[src/rtl/myram_arbiter_pkg.sv]
// myram_arb_pkg: shared widths, FSM states and read-tag type for the RAM arbiter
package myram_arb_pkg;

    localparam int DATA_W = 16;
    localparam int ADDR_W = 6;

    typedef enum logic {
        CLEAR = 1'b0,
        RUN   = 1'b1
    } state_t;

    // One in-flight read: whether the slot holds a read, and which port gets the data
    typedef struct packed {
        logic valid;
        logic port;
    } rd_tag_t;

endpackage

[src/rtl/myram_arbiter_if.sv]
// myram_arbiter_if: requester, sweep-control and RAM command bus of the arbiter
interface myram_arbiter_if;
    import myram_arb_pkg::*;

    logic              clear_req;
    logic              busy;
    logic              clear_done;

    logic              p0_req;
    logic              p0_we;
    logic [ADDR_W-1:0] p0_address;
    logic [DATA_W-1:0] p0_data;
    logic              p0_gnt;
    logic              p0_rvalid;
    logic [DATA_W-1:0] p0_q;

    logic              p1_req;
    logic              p1_we;
    logic [ADDR_W-1:0] p1_address;
    logic [DATA_W-1:0] p1_data;
    logic              p1_gnt;
    logic              p1_rvalid;
    logic [DATA_W-1:0] p1_q;

    logic [DATA_W-1:0] ram_data;
    logic [ADDR_W-1:0] ram_address;
    logic              ram_we;
    logic [DATA_W-1:0] ram_q;

    // The arbiter itself
    modport slave (
        input  clear_req,
        output busy, clear_done,
        input  p0_req, p0_we, p0_address, p0_data,
        output p0_gnt, p0_rvalid, p0_q,
        input  p1_req, p1_we, p1_address, p1_data,
        output p1_gnt, p1_rvalid, p1_q,
        output ram_data, ram_address, ram_we,
        input  ram_q
    );

    // Requesters plus the RAM, seen from outside the arbiter
    modport master (
        output clear_req,
        input  busy, clear_done,
        output p0_req, p0_we, p0_address, p0_data,
        input  p0_gnt, p0_rvalid, p0_q,
        output p1_req, p1_we, p1_address, p1_data,
        input  p1_gnt, p1_rvalid, p1_q,
        input  ram_data, ram_address, ram_we,
        output ram_q
    );

endinterface

[src/rtl/myram_arbiter_rr_arb2.sv]
// rr_arb2: two-way round-robin grant; a tie goes to the port that did not win last
module rr_arb2 (
    input  logic       clock,
    input  logic       reset_n,
    input  logic       i_en,
    input  logic       i_accept,
    input  logic [1:0] i_req,
    output logic [1:0] o_gnt
);

    // 1 = port 1 won the most recent accepted transfer; starts at 1 so port 0 wins the first tie
    logic r_last;

    // Lone requester wins outright; on a tie the port that lost last time goes first
    always_comb begin
        o_gnt[0] = i_en && i_req[0] && (!i_req[1] || r_last);
        o_gnt[1] = i_en && i_req[1] && (!i_req[0] || !r_last);
    end

    // Only an accepted transfer moves the round-robin pointer
    always_ff @(posedge clock or negedge reset_n) begin
        if (!reset_n)
            r_last <= 1'b1;
        else if (i_accept)
            r_last <= o_gnt[1];
    end

endmodule

[src/rtl/myram_arbiter.sv]
// myram_arbiter: two-port round-robin front end for a single-port registered RAM, with zero sweep
module myram_arbiter
    import myram_arb_pkg::*;
#(
    parameter int RD_LATENCY = 2
) (
    input  logic           clock,
    input  logic           reset_n,
    myram_arbiter_if.slave bus
);

    state_t                r_state;
    state_t                w_state_nxt;
    logic [ADDR_W-1:0]     r_cnt;
    logic                  w_arb_en;
    logic                  w_sweep_end;

    logic [1:0]            w_gnt;
    logic                  w_accept;
    logic                  w_win;
    logic                  w_win_we;
    logic [ADDR_W-1:0]     w_win_addr;
    logic [DATA_W-1:0]     w_win_data;

    logic                  r_ram_we;
    logic [ADDR_W-1:0]     r_ram_address;
    logic [DATA_W-1:0]     r_ram_data;

    rd_tag_t               w_tag_in;
    rd_tag_t               w_tag_out;
    rd_tag_t [RD_LATENCY:0] r_tag;

    logic [1:0]            r_rvalid;
    logic [DATA_W-1:0]     r_q0;
    logic [DATA_W-1:0]     r_q1;
    logic                  r_clear_done;

    rr_arb2 u_arb (
        .clock    (clock),
        .reset_n  (reset_n),
        .i_en     (w_arb_en),
        .i_accept (w_accept),
        .i_req    ({bus.p1_req, bus.p0_req}),
        .o_gnt    (w_gnt)
    );

    // Sweep ends on the cycle the last address is issued; clear_req in RUN blocks grants that cycle
    always_comb begin
        w_state_nxt = r_state;
        w_arb_en    = 1'b0;
        w_sweep_end = 1'b0;
        case (r_state)
            CLEAR: begin
                w_sweep_end = &r_cnt;
                if (w_sweep_end)
                    w_state_nxt = RUN;
            end
            RUN: begin
                w_arb_en = !bus.clear_req;
                if (bus.clear_req)
                    w_state_nxt = CLEAR;
            end
            default: w_state_nxt = CLEAR;
        endcase
    end

    // State register; reset lands in CLEAR so the RAM is zeroed after power-up
    always_ff @(posedge clock or negedge reset_n) begin
        if (!reset_n)
            r_state <= CLEAR;
        else
            r_state <= w_state_nxt;
    end

    // Sweep address counter; wraps to 0 at the end of a sweep and is parked at 0 in RUN
    always_ff @(posedge clock or negedge reset_n) begin
        if (!reset_n)
            r_cnt <= '0;
        else
            r_cnt <= (r_state == CLEAR) ? r_cnt + 1'b1 : '0;
    end

    // Select the granted port's command; gnt already implies req
    always_comb begin
        w_accept   = |w_gnt;
        w_win      = w_gnt[1];
        w_win_we   = w_win ? bus.p1_we      : bus.p0_we;
        w_win_addr = w_win ? bus.p1_address : bus.p0_address;
        w_win_data = w_win ? bus.p1_data    : bus.p0_data;
        w_tag_in   = '{valid: w_accept && !w_win_we, port: w_win};
        w_tag_out  = r_tag[RD_LATENCY];
    end

    // RAM command register: sweep writes in CLEAR, the winner on an accept, otherwise idle with address/data held
    always_ff @(posedge clock or negedge reset_n) begin
        if (!reset_n) begin
            r_ram_we      <= 1'b0;
            r_ram_address <= '0;
            r_ram_data    <= '0;
        end else if (r_state == CLEAR) begin
            r_ram_we      <= 1'b1;
            r_ram_address <= r_cnt;
            r_ram_data    <= '0;
        end else if (w_accept) begin
            r_ram_we      <= w_win_we;
            r_ram_address <= w_win_addr;
            r_ram_data    <= w_win_we ? w_win_data : '0;
        end else begin
            r_ram_we      <= 1'b0;
        end
    end

    // Read tags follow the command through the RAM's input and output registers
    always_ff @(posedge clock or negedge reset_n) begin
        if (!reset_n)
            r_tag <= '0;
        else
            r_tag <= {r_tag[RD_LATENCY-1:0], w_tag_in};
    end

    // Steer returning RAM data to its port; q holds between reads
    always_ff @(posedge clock or negedge reset_n) begin
        if (!reset_n) begin
            r_rvalid <= '0;
            r_q0     <= '0;
            r_q1     <= '0;
        end else begin
            r_rvalid[0] <= w_tag_out.valid && !w_tag_out.port;
            r_rvalid[1] <= w_tag_out.valid &&  w_tag_out.port;
            if (w_tag_out.valid && !w_tag_out.port)
                r_q0 <= bus.ram_q;
            if (w_tag_out.valid && w_tag_out.port)
                r_q1 <= bus.ram_q;
        end
    end

    // One-cycle completion pulse, aligned with busy dropping
    always_ff @(posedge clock or negedge reset_n) begin
        if (!reset_n)
            r_clear_done <= 1'b0;
        else
            r_clear_done <= w_sweep_end;
    end

    assign bus.busy        = (r_state == CLEAR);
    assign bus.clear_done  = r_clear_done;
    assign bus.p0_gnt      = w_gnt[0];
    assign bus.p1_gnt      = w_gnt[1];
    assign bus.p0_rvalid   = r_rvalid[0];
    assign bus.p1_rvalid   = r_rvalid[1];
    assign bus.p0_q        = r_q0;
    assign bus.p1_q        = r_q1;
    assign bus.ram_we      = r_ram_we;
    assign bus.ram_address = r_ram_address;
    assign bus.ram_data    = r_ram_data;

endmodule

[src/flat_wrapper.sv]
// flat-port wrapper written by rule: the top's interface ports become plain ports
module myram_arbiter_flat import myram_arb_pkg::*;
#(
    parameter int RD_LATENCY = 2
)
  (clock, reset_n, bus_clear_req, bus_busy, bus_clear_done, bus_p0_req, bus_p0_we, bus_p0_address, bus_p0_data, bus_p0_gnt, bus_p0_rvalid, bus_p0_q, bus_p1_req, bus_p1_we, bus_p1_address, bus_p1_data, bus_p1_gnt, bus_p1_rvalid, bus_p1_q, bus_ram_data, bus_ram_address, bus_ram_we, bus_ram_q);
  myram_arbiter_if bus_i ();
  input  logic clock;
  input  logic reset_n;
  input wire logic [$bits(bus_i.clear_req)-1:0] bus_clear_req;
  output wire logic [$bits(bus_i.busy)-1:0] bus_busy;
  output wire logic [$bits(bus_i.clear_done)-1:0] bus_clear_done;
  input wire logic [$bits(bus_i.p0_req)-1:0] bus_p0_req;
  input wire logic [$bits(bus_i.p0_we)-1:0] bus_p0_we;
  input wire logic [$bits(bus_i.p0_address)-1:0] bus_p0_address;
  input wire logic [$bits(bus_i.p0_data)-1:0] bus_p0_data;
  output wire logic [$bits(bus_i.p0_gnt)-1:0] bus_p0_gnt;
  output wire logic [$bits(bus_i.p0_rvalid)-1:0] bus_p0_rvalid;
  output wire logic [$bits(bus_i.p0_q)-1:0] bus_p0_q;
  input wire logic [$bits(bus_i.p1_req)-1:0] bus_p1_req;
  input wire logic [$bits(bus_i.p1_we)-1:0] bus_p1_we;
  input wire logic [$bits(bus_i.p1_address)-1:0] bus_p1_address;
  input wire logic [$bits(bus_i.p1_data)-1:0] bus_p1_data;
  output wire logic [$bits(bus_i.p1_gnt)-1:0] bus_p1_gnt;
  output wire logic [$bits(bus_i.p1_rvalid)-1:0] bus_p1_rvalid;
  output wire logic [$bits(bus_i.p1_q)-1:0] bus_p1_q;
  output wire logic [$bits(bus_i.ram_data)-1:0] bus_ram_data;
  output wire logic [$bits(bus_i.ram_address)-1:0] bus_ram_address;
  output wire logic [$bits(bus_i.ram_we)-1:0] bus_ram_we;
  input wire logic [$bits(bus_i.ram_q)-1:0] bus_ram_q;
  assign bus_i.clear_req = bus_clear_req;
  assign bus_busy = bus_i.busy;
  assign bus_clear_done = bus_i.clear_done;
  assign bus_i.p0_req = bus_p0_req;
  assign bus_i.p0_we = bus_p0_we;
  assign bus_i.p0_address = bus_p0_address;
  assign bus_i.p0_data = bus_p0_data;
  assign bus_p0_gnt = bus_i.p0_gnt;
  assign bus_p0_rvalid = bus_i.p0_rvalid;
  assign bus_p0_q = bus_i.p0_q;
  assign bus_i.p1_req = bus_p1_req;
  assign bus_i.p1_we = bus_p1_we;
  assign bus_i.p1_address = bus_p1_address;
  assign bus_i.p1_data = bus_p1_data;
  assign bus_p1_gnt = bus_i.p1_gnt;
  assign bus_p1_rvalid = bus_i.p1_rvalid;
  assign bus_p1_q = bus_i.p1_q;
  assign bus_ram_data = bus_i.ram_data;
  assign bus_ram_address = bus_i.ram_address;
  assign bus_ram_we = bus_i.ram_we;
  assign bus_i.ram_q = bus_ram_q;
  myram_arbiter #(.RD_LATENCY(RD_LATENCY)) u_core (.clock(clock), .reset_n(reset_n), .bus(bus_i));
endmodule
[config.mk]
export PLATFORM = sky130hd
export DESIGN_NAME = myram_arbiter_flat
export DESIGN_NICKNAME = d
export VERILOG_FILES = /design/src/rtl/myram_arbiter_pkg.sv /design/src/rtl/myram_arbiter_if.sv /design/src/rtl/myram_arbiter_rr_arb2.sv /design/src/rtl/myram_arbiter.sv /design/src/flat_wrapper.sv
export SDC_FILE = /design/constraint.sdc
export NUM_CORES = 1
export LEC_CHECK = 0
export ABC_AREA = 1
export BUFFER_PORTS_ARGS = -buffer_cell sky130_fd_sc_hd__buf_2
export CORE_UTILIZATION = 43
export DETAILED_ROUTE_END_ITERATION = 7
export PLACE_DENSITY = 0.81
export SLEW_MARGIN = 30
export SYNTH_ARGS = -nofsm -noshare
export SYNTH_HDL_FRONTEND = slang
export SYNTH_SLANG_ARGS = --single-unit
[constraint.sdc]
create_clock -name clock -period 1.3 [get_ports clock]
set_clock_uncertainty 0.15 [all_clocks]
set_input_delay 0.26 -clock clock [delete_from_list [all_inputs] [get_ports clock]]
set_output_delay 0.26 -clock clock [all_outputs]
set_load 0.01 [all_outputs]
==> flow_metrics.py <==
metrics = {
    "route": {
        "via_count": 3227,
        "ant_nets": 0,
        "dr.pass1.iters": 4,
        "finalWirelength_um": 9410,
        "vias_per_cell": 4.93,
        "dr_wl_met2_um": 4650,
        "wl_met3_um": 693,
        "wl_per_cell_um": 14.4,
        "drc_errors": 0,
        "wl_met1_um": 3860,
        "drt-initial-drc-count": 126,
        "highest_layer": "met4",
    },
    "setup_path": {
        "regToRegEndpoint": "u_core.bus.ram_data[3]$_DFFE_PN0P_",
        "crit_chain": "nand3_1, nor2_4, buf_6, buf_6",
        "worstReg2RegStart": "u_core.r_state$_DFF_PN0_",
        "cp_max_fo": 4,
        "crit_start": "u_core.r_state$_DFF_PN0_",
        "cpMaxStageDelayCell": "dfrtp_1",
        "cp.arrival_ps": 1300,
        "path_common_cell": "buf_6",
        "setup.worst_path.end": "bus_p1_gnt",
        "critPathKind": "reg2out",
        "reg2reg_slack_ps": -410,
        "startpoint_type": "flip-flop",
        "r2r_cells": 9,
        "end_kind": "output port",
        "required_ps": 890,
        "cp_slowest_stage_delay_ps": 440,
    },
    "floorplanning": {
        "dieArea_um2": 7520,
        "start_util_pct": 44.9,
        "rows": 30,
        "core_area_um2": 6870,
        "die_h_um": 86.7,
        "die_x_um": 86.7,
        "pin_count": 128,
    },
    "timing": {
        "finalHoldViolations": 0,
        "rsz0062_at_grt": "yes",
        "slew_violations": 0,
        "tightest_slew_ps": 372,
        "slew_headroom_pct": 75.1,
        "setup_viol": 36,
        "period_share_pct": 132,
        "tns_ps": -10410,
        "min_period_ps": 1710,
        "worst_slack_ps": -414,
        "max_clock_freq_mhz": 583,
    },
    "yosys": {
        "ys_types": 24,
        "synth_area_um2": 3090,
        "synth_fp_nets": 430,
        "synth-seq-cells": 72,
        "yosysWarnings": 0,
        "syn_area_per_cell_um2": 8.52,
        "synth_cells": 362,
        "ys_seq_area_share_pct": 58.4,
    },
    "job": {
        "maxCapViolCount": 0,
    },
    "cells_and_area": {
        "syn_to_final_growth_pct": 60.4,
        "multiInputGateArea_um2": 1300,
        "final_nets": 622,
        "fill_cells": 484,
        "utilization_pct": 72.1,
        "seq_area_um2": 1800,
        "fin_cells": 655,
        "drive_above_1_share_pct": 46.9,
        "n_antenna_cell": 0,
    },
    "power": {
        "cellLeakagePower_nw": 2.76,
        "irDropWorstVdd_uv": 886,
        "p_per_area_nw_per_um2": 1490,
        "total_power_mw": 7.38,
    },
    "grt": {
        "grt_usage_pct": 23.9,
        "grt_pass1_vias": 2963,
        "grt_pass1_wl_um": 13500,
        "antenna_found_initial": 0,
        "grt_max_degree": 34,
        "grt-ovfl-total": 0,
    },
    "clock_network": {
        "cts_tree": "built",
        "path_clk_slew_ps": 70,
        "root_buffer": "clkbuf_8",
        "ctsHtreeMaxLevel": 3,
        "cts_sinks": 72,
        "max-clock-path-buffers": 2,
        "clk_latency_ps": 330,
        "numCtsBuffers": 9,
    },
    "placement": {
        "io_buffers": 127,
        "place_congestion": 0.854,
        "dpl.hpwl_um": 5400,
        "pre_cts_ws_ps": -255,
        "dp.cells": 591,
    },
    "run_status": {
        "violations": "setup timing",
        "status": "finished, violations left",
    },
    "worst_hold_path": {
        "hp-class": "in2reg",
    },
}
==> registers in the layout, indices dropped and copies added, names as in the netlist, 2 cells and up <==
| name | flops |
|---|---|
| u_core.bus.p0_q | 16 |
| u_core.bus.p1_q | 16 |
| u_core.bus.ram_data | 16 |
| u_core.bus.ram_address | 6 |
| u_core.r_cnt | 6 |
| u_core.r_tag | 6 |
| u_core.r_rvalid | 2 |
==> layout by cell type, fill, tap and decap left out, types with 8 or more instances in the layout <==
master and n:
nand2_1 120, buf_12 8, dfrtp_1 71, nand3_1 14
o21ai_0 33, nand3_2 14, buf_4 46, clkbuf_8 11
buf_6 16, buf_2 119, nor2_1 9, nand2_2 15
inv_1 37
==> per-stage QoR <==
step / area (um^2) / hold WS [ps]
finish: 4950 / 37.5
global route: 4950 / 40.0
CTS: 4550 / 21.3
detailed placement: 4000 / 20.9
global placement: 4000 / 25.3
floorplan: 3100 / -186
==> report_power, final <==
group          switching (mW)  internal (mW)
registers               0.346           2.77
logic                    1.33           1.17
clock network           0.778          0.987
total                    2.45           4.93
==> routing by layer <==
metal / GRT usage, % / vias to the layer above
met5: 0 / -
met4: 9.85 / 0
met3: 6.57 / 27
met2: 40.2 / 170
met1: 29.0 / 1501
li1: - / 1529
==> repair_timing <==
action	in CTS	in global routing
hold buffers	1	0
resized for setup	38	50
pin swaps	7	11
gates cloned	8	0
endpoints found under the hold margin	71	0
endpoints found under the setup margin	30	69
buffers inserted	10	31
==> layout make-up <==
type	count	area share, %
clock inverters	3	0.809
well taps	96	2.43
inverters	41	3.26
repair inverters	2	0.354
repair buffers	192	27.2
clock buffers	13	3.21
flip-flops and latches	72	36.4
multi-input cells	236	26.3
==> worst min path at each step <==
stage / start / endpoint / slack, ps / cells past startpoint
2_1_floorplan: reset_n / u_core.bus.clear_done$_DFF_PN0_ / -190 / 0
3_3_place_gp: reset_n / u_core.bus.p1_q[4]$_DFFE_PN0P_ / 30 / 1
3_5_place_dp: reset_n / u_core.bus.p0_q[4]$_DFFE_PN0P_ / 20 / 1
4_1_cts: bus_ram_q[0] / u_core.bus.p0_q[0]$_DFFE_PN0P_ / 20 / 3
5_1_grt: bus_ram_q[4] / u_core.bus.p1_q[4]$_DFFE_PN0P_ / 40 / 3
6_report: bus_ram_q[9] / u_core.bus.p0_q[9]$_DFFE_PN0P_ / 40 / 3
==> cell families after synthesis <==
family	count (synthesis)	share of synthesized area, %
AND/OR/NAND/NOR	192	26.3
flip-flops	72	58.4
buffers and inverters	57	8.15
adder cells (fa/ha/maj)	1	0.405
AO/OA/AOI/OAI	40	6.73
==> cells in the mapped netlist <==
cell | n | area share (%)
dfstp_2 | 1 | 0.85
nor2_2 | 1 | 0.20
nand3_1 | 29 | 4.7
nor2_1 | 10 | 1.2
dfrtp_1 | 71 | 58
a32oi_1 | 1 | 0.28
nand3_2 | 1 | 0.32
or2_2 | 1 | 0.20
nand2_1 | 140 | 17
inv_1 | 39 | 4.7
o22ai_1 | 1 | 0.20
buf_6 | 4 | 1.5
a21oi_1 | 2 | 0.32
inv_2 | 2 | 0.24
buf_2 | 6 | 0.97
o21ai_0 | 35 | 5.7
nor2_4 | 1 | 0.36
o21a_1 | 1 | 0.24
nand3_4 | 1 | 0.57
clkbuf_1 | 6 | 0.73
ha_1 | 1 | 0.41
nand4_1 | 6 | 1.2
nand3b_1 | 1 | 0.24
nand2_2 | 1 | 0.20
==> worst max-delay path, delay by kind of cell (launching register included) <==
| family | cells | cell delay [ps] |
|---|---|---|
| flip-flops | 1 | 440 |
| AND/OR/NAND/NOR | 2 | 320 |
| buffers and inverters | 2 | 210 |
Power figures use the tool's default switching activity.
